<file path="src/rtl/ro_drain_pkg.sv">
// Shared types, default widths and size helpers for the RO sample drain.
// Build option: RO_SAMPLE_DRAIN_FLUSH_EN adds a flush input to ro_sample_drain.
package ro_drain_pkg;

   localparam int DEF_SAMPLE_WIDTH = 32;
   localparam int DEF_LINE_WIDTH   = 512;
   localparam int DEF_ADDR_WIDTH   = 32;
   localparam int DEF_COUNT_WIDTH  = 16;

   typedef enum logic [1:0] {
      IDLE = 2'd0,
      FILL = 2'd1,
      SEND = 2'd2,
      DONE = 2'd3
   } state_t;

   // Samples per line.
   function automatic int calc_spl(input int line_width, input int sample_width);
      return line_width / sample_width;
   endfunction

   function automatic int calc_line_bytes(input int line_width);
      return line_width / 8;
   endfunction

endpackage

</file>
<file path="src/rtl/ro_sample_drain_if.sv">
// FIFO read port and host write-request port of the sample drain.
// Write handshake: a line transfers on a cycle where wr_valid && wr_ready;
// wr_valid, wr_addr and wr_data hold steady until then, and wr_ready is
// ignored while wr_valid is low.
interface ro_sample_drain_if #(
   parameter int SAMPLE_WIDTH = 32,
   parameter int LINE_WIDTH   = 512,
   parameter int ADDR_WIDTH   = 32
) ();

   logic                    fifo_empty;
   logic [SAMPLE_WIDTH-1:0] fifo_rd_data;
   logic                    fifo_rd_en;
   logic                    wr_valid;
   logic                    wr_ready;
   logic [ADDR_WIDTH-1:0]   wr_addr;
   logic [LINE_WIDTH-1:0]   wr_data;

   modport master (
      input  fifo_empty, fifo_rd_data, wr_ready,
      output fifo_rd_en, wr_valid, wr_addr, wr_data
   );

   modport slave (
      output fifo_empty, fifo_rd_data, wr_ready,
      input  fifo_rd_en, wr_valid, wr_addr, wr_data
   );

endinterface

</file>
<file path="src/rtl/ro_line_packer.sv">
// Packs successive samples into one line register, first sample in the LSBs.
// A flush zero-fills the unused upper slots and closes the line early.
module ro_line_packer
   import ro_drain_pkg::*;
#(
   parameter int SAMPLE_WIDTH = DEF_SAMPLE_WIDTH,
   parameter int LINE_WIDTH   = DEF_LINE_WIDTH
) (
   input  logic                    clk,
   input  logic                    rst_n,
   input  logic                    i_clear,
   input  logic                    i_load,
   input  logic                    i_flush,
   input  logic [SAMPLE_WIDTH-1:0] i_data,
   output logic [LINE_WIDTH-1:0]   o_line,
   output logic                    o_full,
   output logic                    o_partial
);

   localparam int SPL   = calc_spl(LINE_WIDTH, SAMPLE_WIDTH);
   localparam int IDX_W = (SPL > 1) ? $clog2(SPL) : 1;

   logic [IDX_W-1:0]      r_idx;
   logic [LINE_WIDTH-1:0] r_line;
   logic                  w_last;

   assign w_last    = (r_idx == IDX_W'(SPL - 1));
   // Asserted in the cycle whose load or flush closes the line.
   assign o_full    = (i_load && w_last) || i_flush;
   assign o_partial = (r_idx != '0);
   assign o_line    = r_line;

   always_ff @(posedge clk or negedge rst_n) begin
      if (!rst_n) begin
         r_idx  <= '0;
         r_line <= '0;
      end else if (i_clear) begin
         r_idx <= '0;
      end else if (i_flush) begin
         for (int i = 0; i < SPL; i++) begin
            if (IDX_W'(i) >= r_idx) r_line[i*SAMPLE_WIDTH +: SAMPLE_WIDTH] <= '0;
         end
         r_idx <= '0;
      end else if (i_load) begin
         r_line[r_idx*SAMPLE_WIDTH +: SAMPLE_WIDTH] <= i_data;
         r_idx <= w_last ? '0 : r_idx + IDX_W'(1);
      end
   end

endmodule

</file>
<file path="src/rtl/ro_sample_drain.sv">
// Drains RO power-sensor samples into 512-bit lines and writes them to the host.
// Build option: RO_SAMPLE_DRAIN_FLUSH_EN adds input flush to send a partial line.
module ro_sample_drain
   import ro_drain_pkg::*;
#(
   parameter int SAMPLE_WIDTH = DEF_SAMPLE_WIDTH,
   parameter int LINE_WIDTH   = DEF_LINE_WIDTH,
   parameter int ADDR_WIDTH   = DEF_ADDR_WIDTH,
   parameter int COUNT_WIDTH  = DEF_COUNT_WIDTH
) (
   input  logic                   clk,
   input  logic                   rst_n,
   input  logic                   start,
   input  logic [ADDR_WIDTH-1:0]  base_addr,
   input  logic [COUNT_WIDTH-1:0] num_lines,
`ifdef RO_SAMPLE_DRAIN_FLUSH_EN
   input  logic                   flush,
`endif
   ro_sample_drain_if.master      bus,
   output logic                   busy,
   output logic                   done,
   output logic [COUNT_WIDTH-1:0] lines_written,
   output state_t                 dbg_state
);

   localparam logic [ADDR_WIDTH-1:0] LINE_BYTES = ADDR_WIDTH'(calc_line_bytes(LINE_WIDTH));

   state_t                 r_state;
   state_t                 w_next;
   logic [ADDR_WIDTH-1:0]  r_addr;
   logic [COUNT_WIDTH-1:0] r_num;
   logic [COUNT_WIDTH-1:0] r_lines;
   logic                   w_pop;
   logic                   w_clear;
   logic                   w_flush_req;
   logic                   w_flush_take;
   logic                   w_full;
   logic                   w_partial;
   logic [LINE_WIDTH-1:0]  w_line;

`ifdef RO_SAMPLE_DRAIN_FLUSH_EN
   assign w_flush_req = flush;
`else
   assign w_flush_req = 1'b0;
`endif

   always_ff @(posedge clk or negedge rst_n) begin
      if (!rst_n) r_state <= IDLE;
      else        r_state <= w_next;
   end

   always_comb begin
      w_next       = r_state;
      w_pop        = 1'b0;
      w_clear      = 1'b0;
      w_flush_take = 1'b0;
      case (r_state)
         IDLE: begin
            if (start) begin
               w_clear = 1'b1;
               w_next  = (num_lines == '0) ? DONE : FILL;
            end
         end
         FILL: begin
            // A flush of a partial line takes priority over popping.
            w_flush_take = w_flush_req && w_partial;
            w_pop        = !bus.fifo_empty && !w_flush_take;
            if (w_full) w_next = SEND;
         end
         SEND: begin
            if (bus.wr_ready)
               w_next = ((r_lines + COUNT_WIDTH'(1)) == r_num) ? DONE : FILL;
         end
         DONE: begin
            if (!start) w_next = IDLE;
         end
         default: w_next = IDLE;
      endcase
   end

   always_ff @(posedge clk or negedge rst_n) begin
      if (!rst_n) begin
         r_addr  <= '0;
         r_num   <= '0;
         r_lines <= '0;
      end else if (r_state == IDLE && start) begin
         r_addr  <= base_addr;
         r_num   <= num_lines;
         r_lines <= '0;
      end else if (r_state == SEND && bus.wr_ready) begin
         r_lines <= r_lines + COUNT_WIDTH'(1);
         r_addr  <= r_addr + LINE_BYTES;
      end
   end

   ro_line_packer #(
      .SAMPLE_WIDTH (SAMPLE_WIDTH),
      .LINE_WIDTH   (LINE_WIDTH)
   ) u_packer (
      .clk       (clk),
      .rst_n     (rst_n),
      .i_clear   (w_clear),
      .i_load    (w_pop),
      .i_flush   (w_flush_take),
      .i_data    (bus.fifo_rd_data),
      .o_line    (w_line),
      .o_full    (w_full),
      .o_partial (w_partial)
   );

   assign bus.fifo_rd_en = w_pop;
   assign bus.wr_valid   = (r_state == SEND);
   assign bus.wr_addr    = r_addr;
   assign bus.wr_data    = w_line;
   assign busy           = (r_state == FILL) || (r_state == SEND);
   assign done           = (r_state == DONE);
   assign lines_written  = r_lines;
   assign dbg_state      = r_state;

endmodule

</file>
<file path="src/flat_wrapper.sv">
// flat-port wrapper written by rule: the top's interface ports become plain ports
module ro_sample_drain_flat import ro_drain_pkg::*;
#(
   parameter int SAMPLE_WIDTH = DEF_SAMPLE_WIDTH,
   parameter int LINE_WIDTH   = DEF_LINE_WIDTH,
   parameter int ADDR_WIDTH   = DEF_ADDR_WIDTH,
   parameter int COUNT_WIDTH  = DEF_COUNT_WIDTH
)
  (clk, rst_n, start, base_addr, num_lines, busy, done, lines_written, dbg_state, bus_fifo_empty, bus_fifo_rd_data, bus_wr_ready, bus_fifo_rd_en, bus_wr_valid, bus_wr_addr, bus_wr_data);
  ro_sample_drain_if #(.SAMPLE_WIDTH(SAMPLE_WIDTH), .LINE_WIDTH(LINE_WIDTH), .ADDR_WIDTH(ADDR_WIDTH)) bus_i ();
  input  logic clk;
  input  logic rst_n;
  input  logic start;
  input  logic [ADDR_WIDTH-1:0] base_addr;
  input  logic [COUNT_WIDTH-1:0] num_lines;
  output logic busy;
  output logic done;
  output logic [COUNT_WIDTH-1:0] lines_written;
  output state_t dbg_state;
  input wire logic [$bits(bus_i.fifo_empty)-1:0] bus_fifo_empty;
  input wire logic [$bits(bus_i.fifo_rd_data)-1:0] bus_fifo_rd_data;
  input wire logic [$bits(bus_i.wr_ready)-1:0] bus_wr_ready;
  output wire logic [$bits(bus_i.fifo_rd_en)-1:0] bus_fifo_rd_en;
  output wire logic [$bits(bus_i.wr_valid)-1:0] bus_wr_valid;
  output wire logic [$bits(bus_i.wr_addr)-1:0] bus_wr_addr;
  output wire logic [$bits(bus_i.wr_data)-1:0] bus_wr_data;
  assign bus_i.fifo_empty = bus_fifo_empty;
  assign bus_i.fifo_rd_data = bus_fifo_rd_data;
  assign bus_i.wr_ready = bus_wr_ready;
  assign bus_fifo_rd_en = bus_i.fifo_rd_en;
  assign bus_wr_valid = bus_i.wr_valid;
  assign bus_wr_addr = bus_i.wr_addr;
  assign bus_wr_data = bus_i.wr_data;
  ro_sample_drain #(.SAMPLE_WIDTH(SAMPLE_WIDTH), .LINE_WIDTH(LINE_WIDTH), .ADDR_WIDTH(ADDR_WIDTH), .COUNT_WIDTH(COUNT_WIDTH)) u_core (.clk(clk), .rst_n(rst_n), .start(start), .base_addr(base_addr), .num_lines(num_lines), .bus(bus_i), .busy(busy), .done(done), .lines_written(lines_written), .dbg_state(dbg_state));
endmodule
</file>
<file path="config.mk">
export PLATFORM = sky130hd
export DESIGN_NAME = ro_sample_drain_flat
export DESIGN_NICKNAME = d
export VERILOG_FILES = /design/src/rtl/ro_drain_pkg.sv /design/src/rtl/ro_sample_drain_if.sv /design/src/rtl/ro_line_packer.sv /design/src/rtl/ro_sample_drain.sv /design/src/flat_wrapper.sv
export SDC_FILE = /design/constraint.sdc
export NUM_CORES = 1
export LEC_CHECK = 0
export CORE_AREA = 3 3 253 255
export DETAILED_ROUTE_END_ITERATION = 7
export DIE_AREA = 0 0 256 258
export PLACE_DENSITY = 0.69
export SETUP_SLACK_MARGIN = 0.15
export SLEW_MARGIN = 20
export SYNTH_ARGS = -nofsm -noshare
export SYNTH_HDL_FRONTEND = slang
export SYNTH_SLANG_ARGS = --single-unit
export TNS_END_PERCENT = 100
</file>
<file path="constraint.sdc">
create_clock -name clk -period 2.5 [get_ports clk]
set_input_delay 0.375 -clock clk [delete_from_list [all_inputs] [get_ports clk]]
set_output_delay 0.375 -clock clk [all_outputs]
set_load 0.05 [all_outputs]
</file>
==> summary by stage <==
Critical path
Among all stages on the critical path, the largest delay is contributed by dfrtp_1. The buffers plus inverters on the worst setup path is 3. For the worst setup path, the data required time is about 3.0 ns. Data arrives at the worst endpoint at 2.87 ns. The most used cell along the critical path is buf_6. Along the worst path, the maximum fanout reaches 8. The kind of cell adding the most delay to the critical path is simple AND/OR/NAND/NOR gates. The type of element capturing the critical path is a flop. Traced cell by cell, the critical path runs through buf_6, nor3_4, ha_4, nor2b_4, nand2_2, nor4_4, buf_6, clkbuf_16, nand3_2, o21ai_1.

The worst setup path is of the flop to flop kind. The type of origin of the critical path is a flop. The largest single stage delay on the critical path is 0.42 ns.

Route
The total vias in the final route is 22030. The number of vias per cell is between 5 and 6. The count of nets left with antenna violations once routing finished came out at 0.

The final layout contains routed wiring with a total length of 103300 um. The initial detailed-routing violation count is ~2200. After detailed routing, the number of remaining DRC violations is 0.

The number of iterations in the first detailed-routing pass is 6. The wire length per cell is 25.24 um.

Yosys
In the post-synthesis netlist, the biggest area contributors are dfrtp_1 60%, nand2_1 11%, o21ai_0 7.0%, o31ai_1 3.7%, mux2_2 3.7%. For this run, the register share of the synthesized area comes to 0.6020. Yosys printed 0 warnings. Yosys mapped the design onto 57 distinct sky130hd cell types. In this run, synthesis produced a sequential element count of 582.

The library cell with the largest summed area after synthesis is dfrtp_1. The per-instance average area after synthesis is about 10 um^2. The proportion of synthesized flip-flops having asynchronous set or reset is 1.000.

Counting instances in the post-synthesis netlist gives the leading cell types as 702 x nand2_1, 582 x dfrtp_1, 338 x o21ai_0. The synthesized design contains 0 enable-type register cells. Synthesis produced between 2000 and 2500 cells. The prevailing post-synth register cell is dfrtp_1. Synthesis produced a netlist with a net count of between 2000 and 3000. The combined area of all synthesized cells is 24190 um^2. The share of synthesized area in the top cell type comes to 0.6020.

The most common cell in the synthesized netlist is nand2_1.

Floorplanning
The chip height is 258 um. The die is 256 um wide. The area of the die is 66050 um^2.

The initial utilization of the core area, before any placement, comes to 0.3913. For this design the top-level I/O count stands at 651. In this run the core area contains 91 standard-cell rows. The area of the core region is 61830 um^2.

Place
Routability-driven placement finished with a final weighted congestion of around 0.90. After detailed placement, the total cell area comes to around 32000 um^2. The count of buffers added on input and output ports is 650. Detailed placement finished with a half-perimeter wire length of 67750 um. The post-placement setup slack is -0.1149 ns.

Power
The power per cell area is between 700 and 800 nW/um^2. The maximum VDD drop is between 0.0006 and 0.0007 V. In this run the static leakage power is roughly 16 nW.

Clock network
Clock tree synthesis selected as its root buffer the cell clkbuf_16. The clock buffer count from CTS is 60. The clock transition at the registers of the reported paths is ~0.060 ns. For this design, the sink count on the clock tree is 582.

The H-tree was split into 2 levels. The clock passes through at most 3 buffers. The clock insertion delay at the later pin of the skew report is 0.62 ns. The CTS tree is built.

STA
The count of endpoints failing hold in the final timing report is 0. Setup violations remaining at the end of the flow were counted as 0. The post-layout worst setup margin is between 0.15 and 0.2 ns.

Setup repair after global routing could not meet its margin everywhere. The total negative setup slack is 0 ns. The final worst clock skew is 0.01446 ns.

After layout, the minimum clock period comes to 2.330 ns. The count of final max-slew check failures came to 0. The share of the clock period used by the worst path after layout is 0.9320.

For the pin with the worst max-slew slack, the measured transition is around 0.83 ns. The top achievable clock speed is 0.4292 GHz. The worst max-slew margin expressed relative to the limit is 0.4429.

Final layout
The final layout contains 3299 nets. The share of layout cells above drive strength 1 is 0.1382. The final non-filler cell area is between 30000 and 40000 um^2. The post-layout utilization of the core is 0.5768. The area growth from synthesis to layout is 47.39%.

Flow run
The tool flagged a number of max-cap violations equal to 0.

Outcome
The flow ran to the end, and the final reports show no timing, DRC or antenna violations.

Global route
For this run the aggregate overflow at the end of global routing stands at 0. The global-route wire length before repair is 143100 um. The maximum number of pins on one net before global-route repair is 94. In the global route stage, overall resource usage came out at 0.2875.

The number of global-route vias before repair is roughly 21000. The initial antenna violation count is 8.

Worst hold path
The worst min-delay path category is input port to async pin.
-- worst register-to-register path: stages, from the launching register on --
cell       delay [ns]
dfrtp_1          0.42
buf_6            0.14
nor3_4           0.24
ha_4             0.23
nor2b_4          0.20
nand2_2          0.08
nor4_4           0.32
buf_6            0.21
clkbuf_16        0.21
nand3_2          0.09
o21ai_1          0.10
-- flip-flops by register name, indices dropped and copies added (netlist names) --
register                flops
u_core.bus.wr_addr         32
u_core.dbg_state            2
u_core.lines_written       16
u_core.r_num               16
u_core.u_packer.o_line    512
u_core.u_packer.r_idx       4
-- placed cells by master (no fill, tap or decap), types with 18 or more instances in the layout --
cell type,instances
buf_12,36
clkdlybuf4s50_1,626
inv_1,107
mux2_2,79
nand2_1,689
nand3_1,105
buf_4,115
o31ai_1,115
o21ai_1,45
o21ai_0,299
buf_6,18
clkbuf_16,75
xnor2_1,33
dfrtp_1,579
nor2_1,41
xor2_1,24
-- timing repair --
item	CTS	global route
resized for setup	38	108
hold endpoints to repair	39	0
hold buffers	1	0
setup buffers	18	17
cloned	5	23
pin swaps	7	14
setup endpoints to repair	267	485
-- report_power, final --
group | total, mW | internal (mW) | switching (mW)
sequential | 10.8 | 10.2 | 0.633
clock | 8.91 | 5.13 | 3.78
combinational | 8.75 | 2.84 | 5.91
total | 28.5 | 18.1 | 10.3
-- worst paths after layout --
path	from	endpoint	slack [ns]	cells after the start
min	rst_n	u_core.r_num[0]$_DFFE_PN0P_	0.26	2
min in group clk	base_addr[1]	u_core.bus.wr_addr[1]$_DFFE_PN0P_	0.29	3
max reg2reg	u_core.u_packer.r_idx[0]$_DFFE_PN0P_	u_core.u_packer.o_line[128]$_DFFE_PN0P_	0.17	10
max	u_core.u_packer.r_idx[0]$_DFFE_PN0P_	u_core.u_packer.o_line[128]$_DFFE_PN0P_	0.17	10
max in group asynchronous	rst_n	u_core.u_packer.o_line[372]$_DFFE_PN0P_	1.27	4
min reg2reg	u_core.u_packer.o_line[232]$_DFFE_PN0P_	u_core.u_packer.o_line[232]$_DFFE_PN0P_	0.48	2
-- stage by stage --
stage | power, mW | hold slack (ns) | std cells
floorplan | 15.66 | 0.07941 | 2485
global placement | 19.04 | 0.3197 | 3915
detailed placement | 19.20 | 0.3201 | 3915
CTS | 28.26 | 0.2478 | 4046
global route | 29.50 | 0.2953 | 4091
finish | 28.47 | 0.2607 | 4091
-- kinds of logic after synthesis --
family	after synthesis	synth area share
compound gates	492	0.1160
xor+xnor	58	0.02131
fa+ha+maj	10	0.005171
buf+inv	294	0.04747
flops	582	0.6020
mux	83	0.03858
simple gates	966	0.1695
-- area by class of cell --
cell class	instances	area (um^2)
fillers	5253	26170
flip-flops and latches	582	14570
multi-input cells	1609	8860
repair buffers	841	8813
clock buffers	92	1803
well taps	837	1047
inverters	110	416.7
clock inverters	15	138.9
diodes	5	12.51
-- layer usage --
layer,vias to the layer above,global-route usage,share of wire
li1,9700,-,-
met1,10970,0.3587,0.38
met2,1134,0.4817,0.49
met3,217,0.07483,0.086
met4,2,0.1086,0.040
met5,-,0,0.00018
Note: power is estimated with default switching activity, not from simulation.
